==> src/rtl/alu_seq_pkg.sv <==
// Shared definitions for the ALU sequencer: controller state encoding and command opcodes.
// Command opcodes 0-7 pass straight through to the ALU opc field; 8 is the iterative MUL;
// 9-15 are rejected with an error response.
package alu_seq_pkg;

   localparam int unsigned OP_W = 4;

   typedef enum logic [1:0] {
      StIdle,
      StExec,
      StIter,
      StResp
   } state_e;

   localparam logic [OP_W-1:0] OP_ADD = 4'h0;
   localparam logic [OP_W-1:0] OP_INC = 4'h1;
   localparam logic [OP_W-1:0] OP_SEL = 4'h2;
   localparam logic [OP_W-1:0] OP_AND = 4'h4;
   localparam logic [OP_W-1:0] OP_OR  = 4'h5;
   localparam logic [OP_W-1:0] OP_NOT = 4'h6;
   localparam logic [OP_W-1:0] OP_CLR = 4'h7;
   localparam logic [OP_W-1:0] OP_MUL = 4'h8;

endpackage

==> src/rtl/alu_sequencer_if.sv <==
// Command and response channels of the ALU sequencer.
//   cmd_*  : valid/ready command (op, dst, srcA, srcB, cin), driven by the master
//   rsp_*  : valid/ready response (data, zero, negative, error), driven by the slave
// The slave modport is the sequencer's view; the master modport is the requester's view.
interface alu_sequencer_if
   import alu_seq_pkg::*;
#(
   parameter int unsigned DATA_W = 16,
   parameter int unsigned REG_AW = 2
);

   logic              cmd_valid;
   logic              cmd_ready;
   logic [OP_W-1:0]   cmd_op;
   logic [REG_AW-1:0] cmd_dst;
   logic [REG_AW-1:0] cmd_srcA;
   logic [REG_AW-1:0] cmd_srcB;
   logic              cmd_cin;

   logic              rsp_valid;
   logic              rsp_ready;
   logic [DATA_W-1:0] rsp_data;
   logic              rsp_zer;
   logic              rsp_neg;
   logic              rsp_err;

   modport master (
      output cmd_valid, cmd_op, cmd_dst, cmd_srcA, cmd_srcB, cmd_cin, rsp_ready,
      input  cmd_ready, rsp_valid, rsp_data, rsp_zer, rsp_neg, rsp_err
   );

   modport slave (
      input  cmd_valid, cmd_op, cmd_dst, cmd_srcA, cmd_srcB, cmd_cin, rsp_ready,
      output cmd_ready, rsp_valid, rsp_data, rsp_zer, rsp_neg, rsp_err
   );

endinterface

==> src/rtl/alu_seq_regfile.sv <==
// Small register file for the ALU sequencer.
//   clk, rst_n          : clock, asynchronous active-low reset (clears every register)
//   ra_addr_i/ra_data_o : combinational read port A
//   rb_addr_i/rb_data_o : combinational read port B
//   rd_addr_i/rd_data_o : combinational debug read port
//   we_i, wa_i, wd_i    : synchronous write port
module alu_seq_regfile
   import alu_seq_pkg::*;
#(
   parameter int unsigned DATA_W = 16,
   parameter int unsigned REG_AW = 2
) (
   input  logic              clk,
   input  logic              rst_n,
   input  logic [REG_AW-1:0] ra_addr_i,
   output logic [DATA_W-1:0] ra_data_o,
   input  logic [REG_AW-1:0] rb_addr_i,
   output logic [DATA_W-1:0] rb_data_o,
   input  logic [REG_AW-1:0] rd_addr_i,
   output logic [DATA_W-1:0] rd_data_o,
   input  logic              we_i,
   input  logic [REG_AW-1:0] wa_i,
   input  logic [DATA_W-1:0] wd_i
);

   localparam int unsigned NumRegs = 1 << REG_AW;

   logic [DATA_W-1:0] regs_q [NumRegs];

   always_ff @(posedge clk or negedge rst_n) begin
      if (!rst_n) begin
         for (int i = 0; i < NumRegs; i++) begin
            regs_q[i] <= '0;
         end
      end else if (we_i) begin
         regs_q[wa_i] <= wd_i;
      end
   end

   assign ra_data_o = regs_q[ra_addr_i];
   assign rb_data_o = regs_q[rb_addr_i];
   assign rd_data_o = regs_q[rd_addr_i];

endmodule

==> src/rtl/alu_sequencer.sv <==
// Command-driven controller sequencing an external 16-bit combinational ALU against a local
// register file. One command at a time; result written back and returned on the response channel.
// MUL is done by shift-add using the ALU adder, one step per cycle.
//   clk, rst_n     : clock, asynchronous active-low reset
//   bus_io         : command/response channels (slave side)
//   alu_opc/inA/inB/inC : drive to the ALU (zero outside EXEC and ITER)
//   alu_outW/zer/neg    : result from the ALU
//   busy           : controller not idle
//   rd_addr/rd_data: combinational debug read of the register file
module alu_sequencer
   import alu_seq_pkg::*;
#(
   parameter int unsigned DATA_W = 16,
   parameter int unsigned REG_AW = 2,
   parameter bit          MUL_EN = 1'b1
) (
   input  logic              clk,
   input  logic              rst_n,
   alu_sequencer_if.slave    bus_io,
   output logic [2:0]        alu_opc,
   output logic [DATA_W-1:0] alu_inA,
   output logic [DATA_W-1:0] alu_inB,
   output logic              alu_inC,
   input  logic [DATA_W-1:0] alu_outW,
   input  logic              alu_zer,
   input  logic              alu_neg,
   output logic              busy,
   input  logic [REG_AW-1:0] rd_addr,
   output logic [DATA_W-1:0] rd_data
);

   state_e            state_q, state_d;
   logic [2:0]        op_q, op_d;
   logic [REG_AW-1:0] dst_q, dst_d;
   logic              cin_q, cin_d;
   // opa/opb hold the ALU operands in EXEC and double as multiplicand/multiplier in ITER.
   logic [DATA_W-1:0] opa_q, opa_d;
   logic [DATA_W-1:0] opb_q, opb_d;
   logic [DATA_W-1:0] acc_q, acc_d;
   logic [DATA_W-1:0] rsp_data_q, rsp_data_d;
   logic              rsp_zer_q, rsp_zer_d;
   logic              rsp_neg_q, rsp_neg_d;
   logic              rsp_err_q, rsp_err_d;

   logic [DATA_W-1:0] rf_a, rf_b;
   logic              we;
   logic [DATA_W-1:0] wd;
   logic [DATA_W-1:0] acc_nx;

   alu_seq_regfile #(
      .DATA_W (DATA_W),
      .REG_AW (REG_AW)
   ) u_regfile (
      .clk       (clk),
      .rst_n     (rst_n),
      .ra_addr_i (bus_io.cmd_srcA),
      .ra_data_o (rf_a),
      .rb_addr_i (bus_io.cmd_srcB),
      .rb_data_o (rf_b),
      .rd_addr_i (rd_addr),
      .rd_data_o (rd_data),
      .we_i      (we),
      .wa_i      (dst_q),
      .wd_i      (wd)
   );

   always_comb begin
      state_d    = state_q;
      op_d       = op_q;
      dst_d      = dst_q;
      cin_d      = cin_q;
      opa_d      = opa_q;
      opb_d      = opb_q;
      acc_d      = acc_q;
      rsp_data_d = rsp_data_q;
      rsp_zer_d  = rsp_zer_q;
      rsp_neg_d  = rsp_neg_q;
      rsp_err_d  = rsp_err_q;
      we         = 1'b0;
      wd         = alu_outW;
      acc_nx     = acc_q;
      alu_opc    = '0;
      alu_inA    = '0;
      alu_inB    = '0;
      alu_inC    = 1'b0;

      unique case (state_q)
         StIdle: begin
            if (bus_io.cmd_valid) begin
               // Operands are captured here, before any write, so dst may alias a source.
               opa_d = rf_a;
               opb_d = rf_b;
               op_d  = bus_io.cmd_op[2:0];
               dst_d = bus_io.cmd_dst;
               cin_d = bus_io.cmd_cin;
               acc_d = '0;
               if (!bus_io.cmd_op[3]) begin
                  state_d = StExec;
               end else if (MUL_EN && bus_io.cmd_op == OP_MUL) begin
                  state_d = StIter;
               end else begin
                  rsp_data_d = '0;
                  rsp_zer_d  = 1'b0;
                  rsp_neg_d  = 1'b0;
                  rsp_err_d  = 1'b1;
                  state_d    = StResp;
               end
            end
         end
         StExec: begin
            alu_opc    = op_q;
            alu_inA    = opa_q;
            alu_inB    = opb_q;
            alu_inC    = cin_q;
            we         = 1'b1;
            wd         = alu_outW;
            rsp_data_d = alu_outW;
            rsp_zer_d  = alu_zer;
            rsp_neg_d  = alu_neg;
            rsp_err_d  = 1'b0;
            state_d    = StResp;
         end
         StIter: begin
            alu_opc = OP_ADD[2:0];
            alu_inA = acc_q;
            alu_inB = opa_q;
            alu_inC = 1'b0;
            acc_nx  = opb_q[0] ? alu_outW : acc_q;
            acc_d   = acc_nx;
            opa_d   = opa_q << 1;
            opb_d   = opb_q >> 1;
            // Stop once no multiplier bits remain above the one just consumed.
            if (opb_q[DATA_W-1:1] == '0) begin
               we         = 1'b1;
               wd         = acc_nx;
               rsp_data_d = acc_nx;
               rsp_zer_d  = (acc_nx == '0);
               rsp_neg_d  = acc_nx[DATA_W-1];
               rsp_err_d  = 1'b0;
               state_d    = StResp;
            end
         end
         StResp: begin
            if (bus_io.rsp_ready) begin
               state_d = StIdle;
            end
         end
         default: state_d = StIdle;
      endcase
   end

   always_ff @(posedge clk or negedge rst_n) begin
      if (!rst_n) begin
         state_q    <= StIdle;
         op_q       <= '0;
         dst_q      <= '0;
         cin_q      <= 1'b0;
         opa_q      <= '0;
         opb_q      <= '0;
         acc_q      <= '0;
         rsp_data_q <= '0;
         rsp_zer_q  <= 1'b0;
         rsp_neg_q  <= 1'b0;
         rsp_err_q  <= 1'b0;
      end else begin
         state_q    <= state_d;
         op_q       <= op_d;
         dst_q      <= dst_d;
         cin_q      <= cin_d;
         opa_q      <= opa_d;
         opb_q      <= opb_d;
         acc_q      <= acc_d;
         rsp_data_q <= rsp_data_d;
         rsp_zer_q  <= rsp_zer_d;
         rsp_neg_q  <= rsp_neg_d;
         rsp_err_q  <= rsp_err_d;
      end
   end

   assign bus_io.cmd_ready = (state_q == StIdle);
   assign bus_io.rsp_valid = (state_q == StResp);
   assign bus_io.rsp_data  = rsp_data_q;
   assign bus_io.rsp_zer   = rsp_zer_q;
   assign bus_io.rsp_neg   = rsp_neg_q;
   assign bus_io.rsp_err   = rsp_err_q;
   assign busy             = (state_q != StIdle);

endmodule

==> src/flat_wrapper.sv <==
// flat-port wrapper written by rule: the top's interface ports become plain ports
module alu_sequencer_flat import alu_seq_pkg::*;
#(
   parameter int unsigned DATA_W = 16,
   parameter int unsigned REG_AW = 2,
   parameter bit          MUL_EN = 1'b1
)
  (clk, rst_n, alu_opc, alu_inA, alu_inB, alu_inC, alu_outW, alu_zer, alu_neg, busy, rd_addr, rd_data, bus_io_cmd_valid, bus_io_cmd_op, bus_io_cmd_dst, bus_io_cmd_srcA, bus_io_cmd_srcB, bus_io_cmd_cin, bus_io_rsp_ready, bus_io_cmd_ready, bus_io_rsp_valid, bus_io_rsp_data, bus_io_rsp_zer, bus_io_rsp_neg, bus_io_rsp_err);
  alu_sequencer_if #(.DATA_W(DATA_W), .REG_AW(REG_AW)) bus_io_i ();
  input  logic clk;
  input  logic rst_n;
  output logic [2:0] alu_opc;
  output logic [DATA_W-1:0] alu_inA;
  output logic [DATA_W-1:0] alu_inB;
  output logic alu_inC;
  input  logic [DATA_W-1:0] alu_outW;
  input  logic alu_zer;
  input  logic alu_neg;
  output logic busy;
  input  logic [REG_AW-1:0] rd_addr;
  output logic [DATA_W-1:0] rd_data;
  input wire logic [$bits(bus_io_i.cmd_valid)-1:0] bus_io_cmd_valid;
  input wire logic [$bits(bus_io_i.cmd_op)-1:0] bus_io_cmd_op;
  input wire logic [$bits(bus_io_i.cmd_dst)-1:0] bus_io_cmd_dst;
  input wire logic [$bits(bus_io_i.cmd_srcA)-1:0] bus_io_cmd_srcA;
  input wire logic [$bits(bus_io_i.cmd_srcB)-1:0] bus_io_cmd_srcB;
  input wire logic [$bits(bus_io_i.cmd_cin)-1:0] bus_io_cmd_cin;
  input wire logic [$bits(bus_io_i.rsp_ready)-1:0] bus_io_rsp_ready;
  output wire logic [$bits(bus_io_i.cmd_ready)-1:0] bus_io_cmd_ready;
  output wire logic [$bits(bus_io_i.rsp_valid)-1:0] bus_io_rsp_valid;
  output wire logic [$bits(bus_io_i.rsp_data)-1:0] bus_io_rsp_data;
  output wire logic [$bits(bus_io_i.rsp_zer)-1:0] bus_io_rsp_zer;
  output wire logic [$bits(bus_io_i.rsp_neg)-1:0] bus_io_rsp_neg;
  output wire logic [$bits(bus_io_i.rsp_err)-1:0] bus_io_rsp_err;
  assign bus_io_i.cmd_valid = bus_io_cmd_valid;
  assign bus_io_i.cmd_op = bus_io_cmd_op;
  assign bus_io_i.cmd_dst = bus_io_cmd_dst;
  assign bus_io_i.cmd_srcA = bus_io_cmd_srcA;
  assign bus_io_i.cmd_srcB = bus_io_cmd_srcB;
  assign bus_io_i.cmd_cin = bus_io_cmd_cin;
  assign bus_io_i.rsp_ready = bus_io_rsp_ready;
  assign bus_io_cmd_ready = bus_io_i.cmd_ready;
  assign bus_io_rsp_valid = bus_io_i.rsp_valid;
  assign bus_io_rsp_data = bus_io_i.rsp_data;
  assign bus_io_rsp_zer = bus_io_i.rsp_zer;
  assign bus_io_rsp_neg = bus_io_i.rsp_neg;
  assign bus_io_rsp_err = bus_io_i.rsp_err;
  alu_sequencer #(.DATA_W(DATA_W), .REG_AW(REG_AW), .MUL_EN(MUL_EN)) u_core (.clk(clk), .rst_n(rst_n), .bus_io(bus_io_i), .alu_opc(alu_opc), .alu_inA(alu_inA), .alu_inB(alu_inB), .alu_inC(alu_inC), .alu_outW(alu_outW), .alu_zer(alu_zer), .alu_neg(alu_neg), .busy(busy), .rd_addr(rd_addr), .rd_data(rd_data));
endmodule
==> config.mk <==
export PLATFORM = sky130hd
export DESIGN_NAME = alu_sequencer_flat
export DESIGN_NICKNAME = d
export VERILOG_FILES = /design/src/rtl/alu_seq_pkg.sv /design/src/rtl/alu_sequencer_if.sv /design/src/rtl/alu_seq_regfile.sv /design/src/rtl/alu_sequencer.sv /design/src/flat_wrapper.sv
export SDC_FILE = /design/constraint.sdc
export NUM_CORES = 1
export LEC_CHECK = 0
export BUFFER_PORTS_ARGS = -buffer_cell sky130_fd_sc_hd__buf_2
export CAP_MARGIN = 20
export CORE_MARGIN = 1
export CORE_UTILIZATION = 30
export CTS_CLUSTER_SIZE = 8
export DETAILED_ROUTE_END_ITERATION = 7
export SKIP_LAST_GASP = 1
export SYNTH_ARGS = -nofsm -noshare
export SYNTH_HDL_FRONTEND = slang
export SYNTH_SLANG_ARGS = --single-unit
export TNS_END_PERCENT = 30
==> constraint.sdc <==
create_clock -name clk -period 3.1 [get_ports clk]
set_input_delay 0.31 -clock clk [delete_from_list [all_inputs] [get_ports clk]]
set_output_delay 0.31 -clock clk [all_outputs]
set_load 0.005 [all_outputs]
[After elaboration in Yosys (flattened, before gate mapping)]
Cells that the tools add are included.
Operators by class
  add/subtract/negate cells: 0
  eq/ne operators: 9
  order comparisons: 5
  divide/modulo/power cells: 0
  multiply operators: 0
  shift-type cells: 0
  bitwise gates (word level): 4
  reduce and logical (&&, ||, !) cells: 11
  multiplexer cells: 50
Operator list (number)
  two-way mux 16 bit: 17
  one-hot mux 16 bit (2 select lines): 5
  binary-select mux 16 bit (select 2 bit): 3
  bitwise mux 64 bit: 1
  one-hot mux 16 bit (3 select lines): 1
  demux 16 bit (select 2 bit): 1
  logical NOT 16 bit: 1
  logical NOT 15 bit: 1
  >= comparator 3 bit (second input constant): 4
  two-way mux 1 bit: 12
  NOT 2 -> 3 bit: 4
  one-hot mux 1 bit (3 select lines): 3
  two-way mux 2 bit: 4
  != test 2 bit (second input constant): 4
  one-hot mux 2 bit (4 select lines): 1
  AND reduction 5 bit: 1
  == test 2 bit (second input constant): 2
  == test 4 bit (second input constant): 1
  AND reduction 2 bit: 2
  nonzero test 2 bit: 2
  less-than comparator 3 x 1 -> 1 bit (second input constant): 1
  two-way mux 3 bit: 1
  AND reduction 3 bit: 1
  nonzero test 3 bit: 1
  other kinds (5): 5
Word-level totals
  ROM bits: 0
  bits in registers: 139
  memories: 0
  input port bits: 35
  memory bits (writable): 0
  word-level logic and storage cells: 94
  latch bits: 0

[Depth between registers and ports, before layout]
Gate-level depths: netlist of run 1.
  word-level depth: 6
  mapped depth: 10
  gate-level depth less buffers: 7

[Hierarchy]
Synthesis of run 1 repeated with hierarchy kept, for this count alone.
Unflattened totals
  cell total of the unflattened synthesis: 645
  area total of the unflattened synthesis: 8162.8 um^2
By module, submodules not included
  alu_sequencer: cells an instance 449, area each 4606.9 um^2, times used 1, seq. area each 1876.8 um^2
  alu_seq_regfile: cells an instance 196, area each 3555.9 um^2, times used 1, seq. area each 1601.5 um^2

[Worst setup path after synthesis of run 1]
Ideal clock, no wire load.
  kind: register -> register
  from: reg u_core.state_q[0]
  to: reg u_core.u_regfile.regs_q[10] (netlist name)
  stages on the path, launching flop included: 8
  buffers on the path: 2
  setup time: 0.125 ns
  data required time: 2.975 ns
  arrival time: 2.010 ns
  setup slack: 0.965 ns
  cell sequence: dfrtp_1 inv_1 ha_1 clkbuf_1 nand2_1 nor3b_4 buf_4 mux2_2
Between the ends
  word-level cells in the longest chain between the ends: 3
Ends and longest elaborated chain
  from (decl): RTL line alu_sequencer.sv:32  | state_e state_q, state_d;
  from (signal assigned): RTL line alu_sequencer.sv:154  | state_q <= StIdle;
  from (signal assigned): RTL line alu_sequencer.sv:166  | state_q <= state_d;
  == test 2 bit: RTL line alu_sequencer.sv:87  | unique case (state_q)
  two-way mux 16 bit: RTL line alu_sequencer.sv:87
  bitwise mux 64 bit: RTL line alu_seq_regfile.sv:36  | regs_q[wa_i] <= wd_i;
  to (signal, indexed assignment): RTL line alu_seq_regfile.sv:36
  to (decl): RTL line alu_seq_regfile.sv:28  | logic [DATA_W-1:0] regs_q [NumRegs];
Several ways; a longest one is shown, not always the timed one.
A chain may end at the register's enable or synchronous reset.

[Worst setup path in the final report of run 1]
  from: reg u_core.state_q[0]
  to: out alu_inB[14]
Between the ends
  word-level cells in the longest chain between the ends: 2
Ends and longest elaborated chain
  == test 2 bit / == test 2 x 1 -> 1 bit (equally long branches): RTL line alu_sequencer.sv:87
  one-hot mux 16 bit (2 select lines) (*): RTL line alu_sequencer.sv:87
  to (decl): RTL line flat_wrapper.sv:14  | output logic [DATA_W-1:0] alu_inB;
Mark *: on every way between the ends. The rest lies on a longest branch, timed or not.

==> metrics.txt, run 1 <==
# TYPE chip_impl_metric gauge
chip_impl_metric{name="floorplan.rows",unit=""} 59
chip_impl_info{name="commonest_cells_after_routing_fill_and_taps_aside",value="139 x sky130_fd_sc_hd__dfrtp_1, 107 x sky130_fd_sc_hd__buf_2, 86 x sky130_fd_sc_hd__mux2_2"} 1
chip_impl_metric{name="vdd_ir_drop_max",unit="mV"} 0.408
chip_impl_metric{name="stdcell_count",unit=""} 1100
chip_impl_info{name="timing.critical_path.from_type",value="register"} 1
chip_impl_info{name="highest-signal-layer",value="met5"} 1
chip_impl_metric{name="die-width",unit="µm"} 166
chip_impl_metric{name="detailed_place_hpwl",unit="µm"} 15200
chip_impl_metric{name="via_per_inst",unit=""} 5.26
chip_impl_metric{name="cts_made_buffers",unit=""} 17
chip_impl_metric{name="antennaDiodeCount",unit=""} 0
chip_impl_metric{name="grt_pass1_vias",unit=""} 5862
chip_impl_info{name="hold_class",value="in -> reg"} 1
chip_impl_info{name="rsz0062_at_grt",value="false"} 1
chip_impl_metric{name="die_h",unit="µm"} 166
chip_impl_metric{name="cellLeakagePower",unit="nW"} 4.07
chip_impl_metric{name="design.die.area",unit="mm²"} 0.0274
chip_impl_metric{name="ys_seq_elements",unit=""} 139
chip_impl_metric{name="finalSetupViolCount",unit=""} 0
chip_impl_metric{name="wire_per_inst",unit="µm"} 19.6
chip_impl_metric{name="timing.critical_path.arrival",unit="ns"} 2.44
chip_impl_metric{name="initialDrtViolationCount",unit=""} 375
chip_impl_metric{name="finalMaxSlewViolations",unit=""} 0
chip_impl_metric{name="initial_utilization",unit=""} 0.307
chip_impl_info{name="crit_family",value="buffers and inverters"} 1
chip_impl_metric{name="yosysWarningCount",unit=""} 0
chip_impl_metric{name="antenna_found_initial",unit=""} 1
chip_impl_info{name="worstReg2RegStart",value="u_core.opb_q[15]"} 1
chip_impl_info{name="layout_commonest_cell",value="sky130_fd_sc_hd__dfrtp_1"} 1
chip_impl_metric{name="detailroute.via_count",unit=""} 5784
chip_impl_metric{name="syn_avg_cell_area",unit="µm²"} 12.1
chip_impl_metric{name="final_antenna_net_count",unit=""} 0
chip_impl_metric{name="worst-path-max-fanout",unit=""} 52
chip_impl_metric{name="finalClockSkew",unit="ns"} 0.00928
chip_impl_metric{name="clock_path_buffers",unit=""} 2
chip_impl_metric{name="postLayoutSetupSlackWorst",unit="ns"} 0.349
chip_impl_metric{name="power.density_cell_area",unit="mW/mm²"} 1070
chip_impl_info{name="worst-setup-path-type",value="reg -> out"} 1
chip_impl_metric{name="timing.critical_path.slowest_cell_delay",unit="ns"} 0.55
chip_impl_info{name="worstPathCellList",value="inv_1 -> ha_4 -> buf_4 -> a22oi_1 -> nor2b_1 -> buf_2"} 1
chip_impl_metric{name="clock_tree.htree_level_count",unit=""} 4
chip_impl_metric{name="netlist_instances",unit=""} 664
chip_impl_info{name="r2r_end",value="u_core.u_regfile.regs_q[28]"} 1
chip_impl_metric{name="port_buffers",unit=""} 108
chip_impl_metric{name="max_freq",unit="MHz"} 364
chip_impl_metric{name="setup_tns",unit="ns"} 0
chip_impl_metric{name="max_cap_viol_count",unit=""} 0
chip_impl_metric{name="post_route_cells_drive_above_1_share",unit=""} 0.412
chip_impl_metric{name="resize_count_post_cts",unit=""} 0
chip_impl_metric{name="area_growth",unit="%"} 19.0
chip_impl_metric{name="post-route-min-period",unit="ns"} 2.75
chip_impl_metric{name="layout_worst_path_cycle_share",unit=""} 0.887
chip_impl_metric{name="relSlewSlack",unit=""} 0.567
chip_impl_info{name="failing_checks",value="design-rule violations"} 1
chip_impl_info{name="outcome",value="finished with violations"} 1
chip_impl_metric{name="routed-wl-met3",unit="µm"} 1480
chip_impl_metric{name="post_synth_instance_area",unit="mm²"} 0.00802
chip_impl_metric{name="gpl.final_weighted_congestion",unit=""} 0.779
chip_impl_metric{name="r2r_setup_slack",unit="ns"} 0.67
chip_impl_metric{name="cp_data_required_time",unit="ns"} 2.79
chip_impl_metric{name="finalNetCount",unit=""} 792
chip_impl_metric{name="grt_max_degree",unit=""} 70
chip_impl_metric{name="track_usage",unit=""} 0.165
chip_impl_metric{name="num_io_pins",unit=""} 109
chip_impl_info{name="critical_path.endpoint",value="alu_inB[14]"} 1
chip_impl_metric{name="grt-ovfl-total",unit=""} 0
chip_impl_metric{name="residual_drc_count",unit=""} 24
chip_impl_metric{name="core_area",unit="mm²"} 0.0261
chip_impl_info{name="tritoncts_clock_tree",value="done"} 1
chip_impl_metric{name="hold_violations",unit=""} 0
chip_impl_metric{name="drt-met1-wl",unit="µm"} 9810
chip_impl_metric{name="worst-path-buf-inv",unit=""} 3
chip_impl_metric{name="synth_nets",unit=""} 704
chip_impl_info{name="clock_tree.root_cell",value="sky130_fd_sc_hd__clkbuf_16"} 1
chip_impl_info{name="cp-end-kind",value="output port"} 1
chip_impl_metric{name="worstSkewPairLatency",unit="ns"} 0.42
chip_impl_metric{name="met2RoutedLength",unit="µm"} 10100
chip_impl_metric{name="detailed_router_iteration_count_before_antenna_repair",unit=""} 7
chip_impl_metric{name="crit_cells",unit=""} 6
chip_impl_info{name="critPathSlowestCell",value="sky130_fd_sc_hd__buf_4"} 1
chip_impl_metric{name="finalWirelength",unit="µm"} 21600
chip_impl_metric{name="rr_worst_depth",unit=""} 5
chip_impl_metric{name="placedCellCount",unit=""} 1066
chip_impl_metric{name="total_number_of_clock_tree_sinks",unit=""} 139
chip_impl_metric{name="synth_seq_area_share",unit=""} 0.434
chip_impl_info{name="critical_path.startpoint",value="u_core.state_q[0]"} 1
chip_impl_metric{name="grt_pass1_wl",unit="µm"} 33700
chip_impl_metric{name="place_ws",unit="ns"} 0.678
chip_impl_metric{name="worst_setup_hold_path_clk_slew",unit="ns"} 0.06
chip_impl_metric{name="timing_worst_slew_pin_value",unit="ns"} 0.649
chip_impl_metric{name="yosysUniqueCellTypes",unit=""} 48
## where the power goes
| part | internal, mW | total [mW] | switching (mW) |
|---|---|---|---|
| Combinational | 2.32 | 4.61 | 2.29 |
| Sequential | 2.60 | 3.37 | 0.773 |
| Clock | 1.47 | 2.24 | 0.774 |
## cells by family (layout without fill, tap and decap cells)
family,after synthesis,count (layout),share of synthesized area
mux,171,171,0.308
simple gates,157,157,0.105
flops,139,139,0.434
compound gates,130,130,0.110
buf+inv,62,163,0.0356
fa+ha+maj,5,5,0.00780
## area by class of cell
| class | count | area [µm²] |
|---|---|---|
| clock buffer | 21 | 460 |
| clock inverter | 11 | 191 |
| inverter | 5 | 18.8 |
| sequential | 139 | 3480 |
| multi-input combinational | 463 | 4280 |
| tap | 335 | 419 |
| timing repair buffer | 126 | 692 |
| fill | 2575 | 16600 |
## sequential cells by signal (all words and copies together) (netlist names), 2 cells and up
signal and cells:
u_core.acc_q 16, u_core.opa_q 16, u_core.op_q 3, u_core.u_regfile.regs_q 64, u_core.bus_io.rsp_data 16, u_core.opb_q 16, u_core.state_q 2, u_core.dst_q 2
## metrics by stage
step	hold slack [ns]	cell area (µm²)	utilization	total power [mW]
CTS	0.104	9530	0.365	10.3
detailed placement	0.360	8870	0.339	7.97
global route	0.110	9540	0.365	10.9
finish	0.120	9540	0.365	10.2
global placement	0.376	8870	0.339	7.89
floorplan	0.0144	8020	-	6.54
## what timing repair did
action | 4_1_cts | 5_1_grt
hold buffers | 1 | 0
hold endpoints to repair | 65 | 0
setup buffers | 0 | 0
## worst reg2reg max path, delay by kind of cell (launching register included)
kind	cells	cell delay [ns]
compound gates	1	0.09
flops	1	0.48
mux	1	0.41
simple gates	3	1.33
## cell usage after synthesis, drive strengths merged
cell / n / area [µm²]
nand2: 67 / 251
inv: 5 / 18.8
o2bb2ai: 1 / 8.76
nor3b: 2 / 26.3
nor2b: 34 / 213
or4: 2 / 15.0
nor2: 21 / 81.3
mux4: 48 / 1080
a21o: 1 / 7.51
or4b: 1 / 10.0
o21a: 1 / 7.51
a21boi: 1 / 7.51
o22ai: 9 / 56.3
nand2b: 3 / 18.8
nor3: 4 / 31.3
nand3: 2 / 10.0
dfrtp: 139 / 3480
and4: 1 / 11.3
nor4b: 2 / 32.5
buf: 19 / 114
clkbuf: 38 / 153
nand3b: 1 / 7.51
nor4: 6 / 56.3
or2: 1 / 6.26
a21oi: 3 / 26.3
o21ai: 49 / 245
a22oi: 33 / 248
and2: 6 / 37.5
ha: 5 / 62.6
nand4: 2 / 12.5
and4bb: 1 / 12.5
o31ai: 1 / 7.51
mux2i: 27 / 270
a22o: 31 / 272
and3: 1 / 6.26
mux2: 96 / 1120
## worst min-delay path by stage
stage | start | to | depth (start not counted)
after floorplan | rst_n | u_core.acc_q[0] | 0
after global placement | rst_n | u_core.acc_q[1] | 1
after detailed placement | rst_n | u_core.state_q[0] | 1
after CTS | bus_io_cmd_dst[1] | u_core.dst_q[1] | 2
after global routing | bus_io_cmd_dst[1] | u_core.dst_q[1] | 2
final | bus_io_cmd_dst[1] | u_core.dst_q[1] | 2
## routing by layer
layer / vias up / GRT usage
met3: 22 / 0.0432
met4: 2 / 0.0450
met2: 200 / 0.257
li1: 2657 / -
met1: 2903 / 0.225
met5: - / 0
Note: power is estimated with default switching activity, not from simulation.
==> run 2, diff against run 1 <==
Settings changed: CORE_UTILIZATION 30 to 45, PLACE_DENSITY from default to 0.73.
==> run 2 against run 1 <==
- the run now ends clean
- setup slack worse by 0.23 ns
- routed wire length down 9.7%
- clock power down 17%
- die area down 33%
- total power down 5.2%
- utilization up 17 points
- critical path depth unchanged
- clock-buffer cell count up 2
- first-iteration DRC count up 22%
- critical path type unchanged
- largest cell class unchanged
==> metrics.txt, run 2 (synthesized netlist as in run 1, its figures left out) <==
# TYPE chip_impl_metric gauge
chip_impl_info{name="outcome",value="completed"} 1
chip_impl_metric{name="post-route-min-period",unit="ns"} 2.98
chip_impl_info{name="hold_class",value="in -> reg"} 1
chip_impl_info{name="timing.critical_path.from_type",value="register"} 1
chip_impl_metric{name="track_usage",unit=""} 0.225
chip_impl_metric{name="postCtsSetupBuffers",unit=""} 0
chip_impl_metric{name="worst-path-buf-inv",unit=""} 3
chip_impl_info{name="layout_commonest_cell",value="sky130_fd_sc_hd__dfrtp_1"} 1
chip_impl_info{name="worst-setup-path-type",value="reg -> out"} 1
chip_impl_metric{name="clock_path_buffers",unit=""} 2
chip_impl_metric{name="drt-met1-wl",unit="µm"} 8890
chip_impl_metric{name="core_area",unit="mm²"} 0.0174
chip_impl_metric{name="hold_violations",unit=""} 0
chip_impl_metric{name="power.density_cell_area",unit="mW/mm²"} 1050
chip_impl_metric{name="timing.critical_path.slowest_cell_delay",unit="ns"} 0.62
chip_impl_metric{name="clock_tree.htree_level_count",unit=""} 4
chip_impl_metric{name="detailroute.via_count",unit=""} 5791
chip_impl_info{name="largest_register",value="u_core.u_regfile.regs_q"} 1
chip_impl_metric{name="antennaDiodeCount",unit=""} 0
chip_impl_metric{name="finalMaxSlewViolations",unit=""} 0
chip_impl_metric{name="port_buffers",unit=""} 108
chip_impl_metric{name="finalClockSkew",unit="ns"} 0.00580
chip_impl_metric{name="register_area",unit="mm²"} 0.00348
chip_impl_metric{name="gpl.final_weighted_congestion",unit=""} 0.776
chip_impl_metric{name="initial_utilization",unit=""} 0.462
chip_impl_metric{name="cts_made_buffers",unit=""} 17
chip_impl_metric{name="worst_setup_hold_path_clk_slew",unit="ns"} 0.06
chip_impl_metric{name="routed-wl-met3",unit="µm"} 1070
chip_impl_metric{name="design.die.area",unit="mm²"} 0.0184
chip_impl_metric{name="die_h",unit="µm"} 136
chip_impl_info{name="clock_tree.root_cell",value="sky130_fd_sc_hd__clkbuf_16"} 1
chip_impl_metric{name="layout_worst_path_cycle_share",unit=""} 0.963
chip_impl_metric{name="num_io_pins",unit=""} 109
chip_impl_metric{name="largest_register_ffs",unit=""} 64
chip_impl_metric{name="wire_per_inst",unit="µm"} 19.8
chip_impl_info{name="cp-end-kind",value="output port"} 1
chip_impl_metric{name="grt-ovfl-total",unit=""} 0
chip_impl_info{name="crit_family",value="buffers and inverters"} 1
chip_impl_metric{name="r2r_setup_slack",unit="ns"} 0.59
chip_impl_info{name="tritoncts_clock_tree",value="done"} 1
chip_impl_metric{name="floorplan.rows",unit=""} 48
chip_impl_metric{name="grt_pass1_wl",unit="µm"} 31100
chip_impl_metric{name="post_route_cells_drive_above_1_share",unit=""} 0.408
chip_impl_metric{name="max_cap_viol_count",unit=""} 0
chip_impl_metric{name="power.share.clock",unit=""} 0.191
chip_impl_metric{name="finalWirelength",unit="µm"} 19500
chip_impl_metric{name="max_freq",unit="MHz"} 335
chip_impl_info{name="rsz0062_at_grt",value="false"} 1
chip_impl_metric{name="die-width",unit="µm"} 136
chip_impl_metric{name="internal_power",unit="mW"} 5.97
chip_impl_metric{name="worst-path-max-fanout",unit=""} 59
chip_impl_metric{name="finalSetupViolCount",unit=""} 0
chip_impl_metric{name="via_per_inst",unit=""} 5.88
chip_impl_metric{name="detailed_place_hpwl",unit="µm"} 13400
chip_impl_metric{name="total_number_of_clock_tree_sinks",unit=""} 139
chip_impl_metric{name="p_comb_frac",unit=""} 0.462
chip_impl_metric{name="seqPwrFrac",unit=""} 0.347
chip_impl_metric{name="p_sw_frac",unit=""} 0.384
chip_impl_metric{name="final_antenna_net_count",unit=""} 0
chip_impl_metric{name="post-layout-total-power",unit="mW"} 9.69
chip_impl_metric{name="initialDrtViolationCount",unit=""} 459
chip_impl_metric{name="grt_max_degree",unit=""} 74
chip_impl_metric{name="p_switching",unit="mW"} 3.73
chip_impl_info{name="commonest_cells_after_routing_fill_and_taps_aside",value="139 x sky130_fd_sc_hd__dfrtp_1, 107 x sky130_fd_sc_hd__buf_2, 86 x sky130_fd_sc_hd__mux2_2"} 1
chip_impl_metric{name="setup_tns",unit="ns"} 0
chip_impl_metric{name="detailed_router_iteration_count_before_antenna_repair",unit=""} 5
chip_impl_metric{name="finalNetCount",unit=""} 787
chip_impl_metric{name="antenna_found_initial",unit=""} 0
chip_impl_info{name="critPathSlowestCell",value="sky130_fd_sc_hd__buf_4"} 1
chip_impl_metric{name="cp_data_required_time",unit="ns"} 2.79
chip_impl_metric{name="timing_worst_slew_pin_value",unit="ns"} 0.688
chip_impl_metric{name="residual_drc_count",unit=""} 0
chip_impl_metric{name="worstSkewPairLatency",unit="ns"} 0.43
chip_impl_metric{name="relSlewSlack",unit=""} 0.542
chip_impl_info{name="highest-signal-layer",value="met4"} 1
chip_impl_metric{name="vdd_ir_drop_max",unit="mV"} 0.595
chip_impl_info{name="worstPathCellList",value="inv_1 -> ha_4 -> buf_4 -> a22oi_1 -> nor2b_1 -> buf_2"} 1
chip_impl_metric{name="timing.critical_path.arrival",unit="ns"} 2.67
chip_impl_metric{name="area_growth",unit="%"} 15.4
chip_impl_metric{name="grt_pass1_vias",unit=""} 5614
chip_impl_metric{name="cellLeakagePower",unit="nW"} 4.01
chip_impl_metric{name="final.fill_count",unit=""} 1465
chip_impl_metric{name="met2RoutedLength",unit="µm"} 9240
chip_impl_metric{name="multiInputGateArea",unit="mm²"} 0.00428
[run 2: cell count changes in the layout (fill, tap and decap cells not counted), sizes merged]
cell      delta
bufinv       -5
clkinv       +6
clkbuf       +2
clkinvlp     -3
buf          -5
[run 2: final cells by class]
cell class                 count  share of cell area
multi-input combinational    463               0.463
sequential                   139               0.376
timing repair buffer         121              0.0713
clock buffer                  23              0.0527
tap                          225              0.0304
clock inverter                 9             0.00487
inverter                       5             0.00203
[run 2: final timing paths]
path	end	startpoint	cells after the start
hold / removal	u_core.dst_q[0]	bus_io_cmd_dst[0]	2
setup / recovery	alu_inB[7]	u_core.state_q[0]	6
max in group asynchronous	u_core.bus_io.rsp_data[8]	rst_n	3
hold reg to reg	u_core.bus_io.rsp_neg	u_core.bus_io.rsp_neg	2
min in group asynchronous	u_core.op_q[1]	rst_n	2
setup reg to reg	u_core.acc_q[12]	u_core.state_q[0]	5
[run 2: power groups by stage]
stage | clock network, mW | registers, mW | logic, mW
final | 1.85 | 3.36 | 4.48
after global routing | 1.95 | 3.47 | 4.93
after CTS | 1.88 | 3.34 | 4.52
after detailed placement | 0 | 3.37 | 4.49
after global placement | 0 | 3.31 | 4.43
after floorplan | 0 | 3.12 | 3.42
[run 2: stage by stage]
step	std cells	cell area (µm²)	hold slack, ns	utilization	worst slack [ns]
floorplan	664	8020	0.0144	-	0.965
global placement	952	8710	0.374	0.502	0.655
detailed placement	952	8710	0.373	0.502	0.625
CTS	985	9250	0.100	0.533	0.147
global route	985	9250	0.115	0.533	0.0141
finish	985	9250	0.116	0.533	0.115
[run 2: repair_timing]
action	CTS	global route
hold endpoints to repair	71	0
hold buffers	1	0
gates resized for setup	0	0
[run 2: per-layer routing]
| metal | up-vias | GRT usage |
|---|---|---|
| li1 | 2646 | - |
| met5 | - | 0 |
| met1 | 2939 | 0.320 |
| met2 | 183 | 0.346 |
| met3 | 23 | 0.0370 |
| met4 | 0 | 0.0811 |
